**src/rtl/axi_burst_read_master_if.sv**
```systemverilog
// Client request/response and AXI read-channel bundle for axi_burst_read_master.
// The master modport is the block's view; slave is the client + AXI slave side.
interface axi_burst_read_master_if #(
    parameter int unsigned DATA_WIDTH = 32,
    parameter int unsigned MAX_BEATS  = 8,
    parameter int unsigned ADDR_WIDTH = 32
);
    localparam int unsigned LEN_W = (MAX_BEATS > 1) ? $clog2(MAX_BEATS) : 1;
    localparam int unsigned CNT_W = $clog2(MAX_BEATS + 1);

    logic                            req_valid;
    logic                            req_ready;
    logic [ADDR_WIDTH-1:0]           req_addr;
    logic [LEN_W-1:0]                req_len;
    logic                            resp_valid;
    logic [MAX_BEATS*DATA_WIDTH-1:0] resp_data;
    logic                            resp_err;
    logic [CNT_W-1:0]                resp_beats;
    logic                            arvalid;
    logic                            arready;
    logic [ADDR_WIDTH-1:0]           araddr;
    logic [7:0]                      arlen;
    logic [2:0]                      arsize;
    logic [1:0]                      arburst;
    logic                            rvalid;
    logic                            rready;
    logic [DATA_WIDTH-1:0]           rdata;
    logic [1:0]                      rresp;
    logic                            rlast;

    modport master (
        input  req_valid, req_addr, req_len, arready, rvalid, rdata, rresp, rlast,
        output req_ready, resp_valid, resp_data, resp_err, resp_beats,
        output arvalid, araddr, arlen, arsize, arburst, rready
    );

    modport slave (
        output req_valid, req_addr, req_len, arready, rvalid, rdata, rresp, rlast,
        input  req_ready, resp_valid, resp_data, resp_err, resp_beats,
        input  arvalid, araddr, arlen, arsize, arburst, rready
    );
endinterface

```
**src/rtl/axi_burst_read_master.sv**
```systemverilog
// AXI4 read master: one client request becomes one INCR burst of 1..MAX_BEATS beats,
// returned as a single wide line with error flag and received-beat count.
module axi_burst_read_master #(
    parameter int unsigned DATA_WIDTH = 32,
    parameter int unsigned MAX_BEATS  = 8,
    parameter int unsigned ADDR_WIDTH = 32
) (
    input logic                     clk,
    input logic                     rst_n,
    axi_burst_read_master_if.master bus
);
    localparam int unsigned LEN_W = (MAX_BEATS > 1) ? $clog2(MAX_BEATS) : 1;
    localparam int unsigned CNT_W = $clog2(MAX_BEATS + 1);
    localparam int unsigned SIZE  = $clog2(DATA_WIDTH / 8);
    localparam logic [ADDR_WIDTH-1:0] ADDR_MASK = {ADDR_WIDTH{1'b1}} << SIZE;

    typedef enum logic [1:0] {StIdle, StAr, StR, StResp} state_e;

    state_e                  r_state;
    logic                    r_req_ready;
    logic                    r_arvalid;
    logic                    r_rready;
    logic                    r_resp_valid;
    logic                    r_err;
    logic [ADDR_WIDTH-1:0]   r_araddr;
    logic [LEN_W-1:0]        r_len;
    logic [CNT_W-1:0]        r_cnt;
    logic [DATA_WIDTH-1:0]   r_slot [MAX_BEATS];

    logic [CNT_W-1:0]                w_len_ext;
    logic                            w_in_range;
    logic                            w_beat_err;
    logic [MAX_BEATS*DATA_WIDTH-1:0] w_resp_data;

    assign w_len_ext  = CNT_W'(r_len);
    assign w_in_range = (r_cnt <= w_len_ext);
    // SLVERR/DECERR, early last, or a beat past the requested length.
    assign w_beat_err = (bus.rresp == 2'b10) || (bus.rresp == 2'b11)
                        || (bus.rlast && (r_cnt < w_len_ext)) || !w_in_range;

    always_ff @(posedge clk or negedge rst_n) begin
        if (!rst_n) begin
            r_state      <= StIdle;
            r_req_ready  <= 1'b1;
            r_arvalid    <= 1'b0;
            r_rready     <= 1'b0;
            r_resp_valid <= 1'b0;
            r_err        <= 1'b0;
            r_araddr     <= '0;
            r_len        <= '0;
            r_cnt        <= '0;
            for (int i = 0; i < MAX_BEATS; i++) r_slot[i] <= '0;
        end else begin
            r_resp_valid <= 1'b0;
            case (r_state)
                StIdle: begin
                    if (bus.req_valid) begin
                        r_state     <= StAr;
                        r_req_ready <= 1'b0;
                        r_arvalid   <= 1'b1;
                        r_araddr    <= bus.req_addr & ADDR_MASK;
                        r_len       <= bus.req_len;
                        r_cnt       <= '0;
                        r_err       <= 1'b0;
                        for (int i = 0; i < MAX_BEATS; i++) r_slot[i] <= '0;
                    end
                end
                StAr: begin
                    if (bus.arready) begin
                        r_state   <= StR;
                        r_arvalid <= 1'b0;
                        r_rready  <= 1'b1;
                    end
                end
                StR: begin
                    if (bus.rvalid) begin
                        if (w_in_range) begin
                            for (int i = 0; i < MAX_BEATS; i++) begin
                                if (r_cnt == CNT_W'(i)) r_slot[i] <= bus.rdata;
                            end
                            r_cnt <= r_cnt + CNT_W'(1);
                        end
                        if (w_beat_err) r_err <= 1'b1;
                        if (bus.rlast) begin
                            r_state      <= StResp;
                            r_rready     <= 1'b0;
                            r_resp_valid <= 1'b1;
                        end
                    end
                end
                StResp: begin
                    r_state     <= StIdle;
                    r_req_ready <= 1'b1;
                end
                default: begin
                    r_state     <= StIdle;
                    r_req_ready <= 1'b1;
                    r_arvalid   <= 1'b0;
                    r_rready    <= 1'b0;
                end
            endcase
        end
    end

    always_comb begin
        w_resp_data = '0;
        for (int i = 0; i < MAX_BEATS; i++) w_resp_data[i*DATA_WIDTH +: DATA_WIDTH] = r_slot[i];
    end

    assign bus.req_ready  = r_req_ready;
    assign bus.arvalid    = r_arvalid;
    assign bus.rready     = r_rready;
    assign bus.resp_valid = r_resp_valid;
    assign bus.resp_err   = r_err;
    assign bus.resp_beats = r_cnt;
    assign bus.resp_data  = w_resp_data;
    assign bus.araddr     = r_araddr;
    assign bus.arlen      = 8'(r_len);
    assign bus.arsize     = 3'(SIZE);
    assign bus.arburst    = 2'b01;
endmodule

```
**src/flat_wrapper.sv**
```systemverilog
// flat-port wrapper written by rule: the top's interface ports become plain ports
module axi_burst_read_master_flat 
#(
    parameter int unsigned DATA_WIDTH = 32,
    parameter int unsigned MAX_BEATS  = 8,
    parameter int unsigned ADDR_WIDTH = 32
)
  (clk, rst_n, bus_req_valid, bus_req_addr, bus_req_len, bus_arready, bus_rvalid, bus_rdata, bus_rresp, bus_rlast, bus_req_ready, bus_resp_valid, bus_resp_data, bus_resp_err, bus_resp_beats, bus_arvalid, bus_araddr, bus_arlen, bus_arsize, bus_arburst, bus_rready);
  axi_burst_read_master_if #(.DATA_WIDTH(DATA_WIDTH), .MAX_BEATS(MAX_BEATS), .ADDR_WIDTH(ADDR_WIDTH)) bus_i ();
  input logic clk;
  input logic rst_n;
  input wire logic [$bits(bus_i.req_valid)-1:0] bus_req_valid;
  input wire logic [$bits(bus_i.req_addr)-1:0] bus_req_addr;
  input wire logic [$bits(bus_i.req_len)-1:0] bus_req_len;
  input wire logic [$bits(bus_i.arready)-1:0] bus_arready;
  input wire logic [$bits(bus_i.rvalid)-1:0] bus_rvalid;
  input wire logic [$bits(bus_i.rdata)-1:0] bus_rdata;
  input wire logic [$bits(bus_i.rresp)-1:0] bus_rresp;
  input wire logic [$bits(bus_i.rlast)-1:0] bus_rlast;
  output wire logic [$bits(bus_i.req_ready)-1:0] bus_req_ready;
  output wire logic [$bits(bus_i.resp_valid)-1:0] bus_resp_valid;
  output wire logic [$bits(bus_i.resp_data)-1:0] bus_resp_data;
  output wire logic [$bits(bus_i.resp_err)-1:0] bus_resp_err;
  output wire logic [$bits(bus_i.resp_beats)-1:0] bus_resp_beats;
  output wire logic [$bits(bus_i.arvalid)-1:0] bus_arvalid;
  output wire logic [$bits(bus_i.araddr)-1:0] bus_araddr;
  output wire logic [$bits(bus_i.arlen)-1:0] bus_arlen;
  output wire logic [$bits(bus_i.arsize)-1:0] bus_arsize;
  output wire logic [$bits(bus_i.arburst)-1:0] bus_arburst;
  output wire logic [$bits(bus_i.rready)-1:0] bus_rready;
  assign bus_i.req_valid = bus_req_valid;
  assign bus_i.req_addr = bus_req_addr;
  assign bus_i.req_len = bus_req_len;
  assign bus_i.arready = bus_arready;
  assign bus_i.rvalid = bus_rvalid;
  assign bus_i.rdata = bus_rdata;
  assign bus_i.rresp = bus_rresp;
  assign bus_i.rlast = bus_rlast;
  assign bus_req_ready = bus_i.req_ready;
  assign bus_resp_valid = bus_i.resp_valid;
  assign bus_resp_data = bus_i.resp_data;
  assign bus_resp_err = bus_i.resp_err;
  assign bus_resp_beats = bus_i.resp_beats;
  assign bus_arvalid = bus_i.arvalid;
  assign bus_araddr = bus_i.araddr;
  assign bus_arlen = bus_i.arlen;
  assign bus_arsize = bus_i.arsize;
  assign bus_arburst = bus_i.arburst;
  assign bus_rready = bus_i.rready;
  axi_burst_read_master #(.DATA_WIDTH(DATA_WIDTH), .MAX_BEATS(MAX_BEATS), .ADDR_WIDTH(ADDR_WIDTH)) u_core (.clk(clk), .rst_n(rst_n), .bus(bus_i));
endmodule
```
**config.mk**
```make
export PLATFORM = sky130hd
export DESIGN_NAME = axi_burst_read_master_flat
export DESIGN_NICKNAME = d
export VERILOG_FILES = /design/src/rtl/axi_burst_read_master_if.sv /design/src/rtl/axi_burst_read_master.sv /design/src/flat_wrapper.sv
export SDC_FILE = /design/constraint.sdc
export NUM_CORES = 1
export LEC_CHECK = 0
export CAP_MARGIN = 20
export CORE_ASPECT_RATIO = 1.4
export CORE_MARGIN = 1.5
export CORE_UTILIZATION = 45
export CTS_BUF_LIST = sky130_fd_sc_hd__clkbuf_4 sky130_fd_sc_hd__clkbuf_8 sky130_fd_sc_hd__clkbuf_16
export DETAILED_ROUTE_END_ITERATION = 8
export GPL_ROUTABILITY_DRIVEN = 0
export GPL_TIMING_DRIVEN = 0
export HOLD_SLACK_MARGIN = 0.02
export PLACE_DENSITY = 0.77
export SYNTH_ARGS = -nofsm -noshare
export SYNTH_HDL_FRONTEND = slang
export SYNTH_SLANG_ARGS = --single-unit
```
**constraint.sdc**
```tcl
create_clock -name clk -period 2.7 [get_ports clk]
set_input_delay 0.54 -clock clk [delete_from_list [all_inputs] [get_ports clk]]
set_output_delay 0.54 -clock clk [all_outputs]
set_load 0.05 [all_outputs]
```
Word-level counts from Yosys, hierarchy flattened
Cells that the tools add are included.
{"block": "word_totals", "regBits": 300, "elab_cells": 108, "inputBits": 75, "out_inout_bits": 310}
{"block": "classes", "n_reduce_logical": 26, "n_lt_le_gt_ge": 2, "eq_ne": 26, "addsub": 1, "n_mux": 36}
{"cell": "256-bit two-way mux", "n": 3}
{"cell": "256-bit one-hot mux with 2 select lines", "n": 1}
{"cell": "32-bit two-way mux", "n": 8}
{"cell": "5-bit AND reduction", "n": 8}
{"cell": "2-bit by 1-bit inequality test with 1-bit output, second input constant", "n": 10}
{"cell": "4-bit by 3-bit == test with 1-bit output, second input constant", "n": 4}
{"cell": "4-bit AND reduction", "n": 4}
{"cell": "4-bit two-way mux", "n": 3}
{"cell": "1-bit two-way mux", "n": 11}
{"cell": "2-bit == test, second input constant", "n": 4}
{"cell": "4-bit by 2-bit == test with 1-bit output, second input constant", "n": 2}
{"cell": "2-bit two-way mux", "n": 4}
{"cell": "2-bit inequality test, second input constant", "n": 4}
{"cell": "1-bit one-hot mux with 2 select lines", "n": 4}
{"cell": "2-bit one-hot mux with 4 select lines", "n": 1}
{"cell": "4-bit one-hot mux with 2 select lines", "n": 1}
{"cell": "2-bit nonzero test", "n": 4}
{"cell": "4-bit by 1-bit adder with 4-bit output, second input constant", "n": 1}
{"cell": "4-bit by 1-bit == test with 1-bit output, second input constant", "n": 1}
{"cell": "4-bit by 3-bit <= comparator with 1-bit output", "n": 1}
{"cell": "4-bit zero test", "n": 1}
{"cell": "4-bit by 3-bit less-than comparator with 1-bit output", "n": 1}
{"cell": "2-bit AND reduction", "n": 2}
{"cell": "1-bit logical OR", "n": 3}
{"cell": "other kinds (5)", "n": 5}

Longest topological paths before layout
{"block": "logic_depth", "word_depth": 7, "depth_mapped": 9, "mapped_depth_nobuf": 6}

Least setup slack after synthesis
OpenSTA, ideal clock, no wires.
{"block": "synth_path", "path_type": "register to register", "start": "register u_core.r_cnt[0] (netlist: u_core.bus.resp_beats[0])", "end": "register u_core.r_slot, in the netlist u_core.bus.resp_data[100]", "slack_ns": 0.273, "required_ns": 2.570, "period_less_slack_ns": 2.427, "arrival_time_ns": 2.297, "path_buffers": 3, "setup_ns": 0.130, "stages_incl_launch_ff": 10, "path_cell_list": "dfrtp_1 -> inv_1 -> ha_1 -> nand3_1 -> a21boi_1 -> buf_6 -> or3_1 -> buf_6 -> buf_6 -> mux2i_1"}
{"block": "synth_between", "elab_chain_len": 3, "elab_cells_between_ends": 5, "cone_classes": "order compare: 1; eq/ne: 3; reduce/logical: 1"}
{"element": "from (decl)", "line": "axi_burst_read_master.sv:27", "rtl": "logic [CNT_W-1:0] r_cnt;"}
{"element": "from (signal assigned)", "line": "axi_burst_read_master.sv:81", "rtl": "r_cnt <= r_cnt + CNT_W'(1);"}
{"element": "4-bit by 3-bit <= comparator with 1-bit output / 4-bit by 2-bit == test with 1-bit output (equally long branches)", "line": "axi_burst_read_master.sv:36, axi_burst_read_master.sv:79"}
{"element": "2-bit by 1-bit inequality test with 1-bit output (no line)"}
{"element": "5-bit AND reduction (no line) (*)"}
{"element": "to (signal, indexed assignment)", "line": "axi_burst_read_master.sv:79", "rtl": "if (r_cnt == CNT_W'(i)) r_slot[i] <= bus.rdata;"}
{"element": "to (decl)", "line": "axi_burst_read_master.sv:28", "rtl": "logic [DATA_WIDTH-1:0] r_slot [MAX_BEATS];"}
Every way passes the cells marked *; elsewhere a longest branch is shown, timed or not.
A chain may end at the register's enable or synchronous reset.

Final worst setup path
{"block": "layout_path", "start": "register u_core.r_cnt[1] (netlist: u_core.bus.resp_beats[1])", "end": "output port bus_resp_beats[1]"}
{"element": "to (decl)", "line": "flat_wrapper.sv:24", "rtl": "output wire logic [$bits(bus_i.resp_beats)-1:0] bus_resp_beats;"}
No word-level cell between the ends.

==> flow_summary.yaml <==
finish:
  stdcell_count: 1846
  synthToLayoutAreaGrowth_pct: 41.8
  drive_gt1_frac: 0.108
  final_common_cell: "clkdlybuf4s50_1"
  final_cell_area_um2: 17900
  mostFrequentLayoutCells: "clkdlybuf4s50_1 (368), nand2_1 (303), dfrtp_1 (299)"
  nets: 1538
cts:
  htreeDepth: 1
  clock_latency_ns: 0.55
  cts_tree: "yes"
  cts_made_buffers: 29
  cts.sinks: 300
  clock-root-buffer: "clkbuf_16"
  clockBufferDepth: 3
  cts_hold_buf: 0
  clk_pin_slew_ns: 0.07
logic_synthesis:
  syn_avg_cell_area_um2: 12.1
  synth-edff-count: 0
  ys_warn_count: 0
  synth_top_area_frac: 0.594
  ys_types: 37
  synth_top_flop_cell: "dfrtp_1"
  synthTopCellsByArea: "dfrtp_1 (59%), mux2i_1 (20%), nand2_1 (9.0%)"
  ys_seq_area_frac: 0.596
  async_flop_share: 1.00
  synth_top_area_cell: "dfrtp_1"
  synthesis.area_um2: 12600
  ys_ff_latch: 300
  syn_inst: 1040
floorplan:
  die_y_um: 201
  core_area_um2: 27600
  dieArea_um2: 29000
  die_w_um: 144
  initial_core_util: 0.457
  rows: 72
  io_pins: 385
timing:
  period_needed_ns: 2.46
  max_freq_ghz: 0.406
  final_hold_viol_count: 0
  slew_violations: 0
  fin_skew_ns: 0.00944
  setup_viol: 0
  rsz0062_at_grt: "no"
  maxSlewHeadroom: 0.424
  fin_crit_sh: 0.912
  setup_ws_ns: 0.238
  worstMarginPinSlew_ns: 0.864
setup_path:
  worst_ep_required_time_ns: 2.16
  critPathBufInv: 1
  critPathMaxFanout: 7
  cp_slowest_stage_delay_ns: 0.88
  path_cells: "clkdlybuf4s50_1"
  cp-start-kind: "flip-flop"
  crit_family: "buffers and inverters"
  crit_type: "reg2out"
  worstPathArrival_ns: 1.92
  cp_slowest_cell: "clkdlybuf4s50_1"
  end_kind: "primary output"
detailed_routing:
  first_pass_iters: 4
  dr_total_vias: 9386
  wl_um: 38300
  drtIter0Drc: 420
  drc_errors: 0
  drt-vias-per-instance: 5.08
  ant_nets: 0
  wl_per_cell_um: 20.8
pwr:
  peakVddDrop_mv: 0.822
  finalPower_uw: 17100
  power.density_nw_per_um2: 958
  p_leak_uw: 0.00833
placement:
  place_area_um2: 16900
  io_buffers: 369
  place_ws_ns: -0.378
  hpwl_um: 27800
  dp_cells: 1791
global_route:
  grt_pass1_wl_um: 58400
  grt_max_degree: 121
  grt_pass1_vias: 9726
  antenna_found_initial: 1
  globalRouteTotalUtil: 0.265
  overflow: 0
outcome:
  status: "complete, no violations"
hold_path:
  worst_hold_path_type: "in2async"
run:
  drv_cap: 0
[where the power goes]
group          internal (uW)  total [uW]  switching [uW]
Sequential              5220        5640             424
Combinational           2340        7350            5010
Clock                   2370        4120            1750
[cell families after synthesis]
logic type / count (synthesis) / synth area share
other cells: 2 / 0.000596
compound gates: 21 / 0.0106
simple gates: 329 / 0.104
buf+inv: 86 / 0.0427
flops: 300 / 0.596
fa+ha+maj: 11 / 0.0109
mux: 291 / 0.235
[cell type report]
| cell class | instances | area [um^2] |
|---|---|---|
| clock inverters | 15 | 133 |
| plain buffers | 78 | 517 |
| flip-flops and latches | 300 | 7510 |
| inverters | 8 | 30.0 |
| multi-input cells | 664 | 4610 |
| clock buffers | 39 | 838 |
| repair buffers | 371 | 3750 |
| well taps | 370 | 463 |
| diodes | 1 | 2.50 |
| fillers | 2173 | 9710 |
[flip-flops by register name, indices dropped and copies added (netlist names)]
signal,count
u_core.r_len,3
u_core.bus.araddr,30
u_core.bus.rready,1
u_core.bus.req_ready,1
u_core.bus.resp_valid,1
u_core.bus.resp_beats,4
u_core.bus.resp_data,256
u_core.bus.arvalid,1
u_core.r_state,2
u_core.bus.resp_err,1
[worst paths after layout]
| path | start | to | slack [ns] | depth (start not counted) |
|---|---|---|---|---|
| worst max-delay path | u_core.bus.resp_beats[1] | bus_resp_beats[1] | 0.24 | 1 |
| worst min register to register | u_core.bus.araddr[25] | u_core.bus.araddr[25] | 0.51 | 1 |
| min in group clk | u_core.bus.araddr[25] | u_core.bus.araddr[25] | 0.51 | 1 |
| max in group asynchronous | rst_n | u_core.bus.resp_data[226] | 1.55 | 2 |
| worst min-delay path | rst_n | u_core.bus.resp_data[45] | 0.07 | 1 |
| worst max register to register | u_core.bus.resp_beats[0] | u_core.bus.resp_data[232] | 0.24 | 8 |
[metrics by stage]
stage | hold WS [ns] | TNS, ns | util
2_1_floorplan | 0.244 | 0 | -
3_3_place_gp | 0.487 | -3604.05 | 0.609
3_5_place_dp | 0.492 | -22.94 | 0.611
4_1_cts | 0.0868 | 0 | 0.647
5_1_grt | 0.131 | 0 | 0.648
6_report | 0.0667 | 0 | 0.648
[routing by layer]
metal  share of wire  up-vias  GRT usage  wire [um]
li1                -     4270          -          -
met1            0.39     4727      0.323      14800
met2            0.51      311      0.461      19600
met3           0.062       78     0.0542       2370
met4           0.040        0     0.0981       1540
met5               0        -          0          0
[cell usage after synthesis, drive strengths merged (4+ instances only)]
| library cell | instances |
|---|---|
| nand2 | 305 |
| dfrtp | 299 |
| mux2i | 257 |
| buf | 59 |
| mux2 | 34 |
| clkbuf | 19 |
| ha | 11 |
| inv | 8 |
| a21oi | 6 |
| nor3 | 6 |
| o21ai | 6 |
| or3 | 4 |
[timing repair]
item	in CTS	in global routing
resized for setup	3	12
endpoints found under the setup margin	34	97
setup buffers	0	0
No activity file was read; power rests on OpenSTA's default activity.
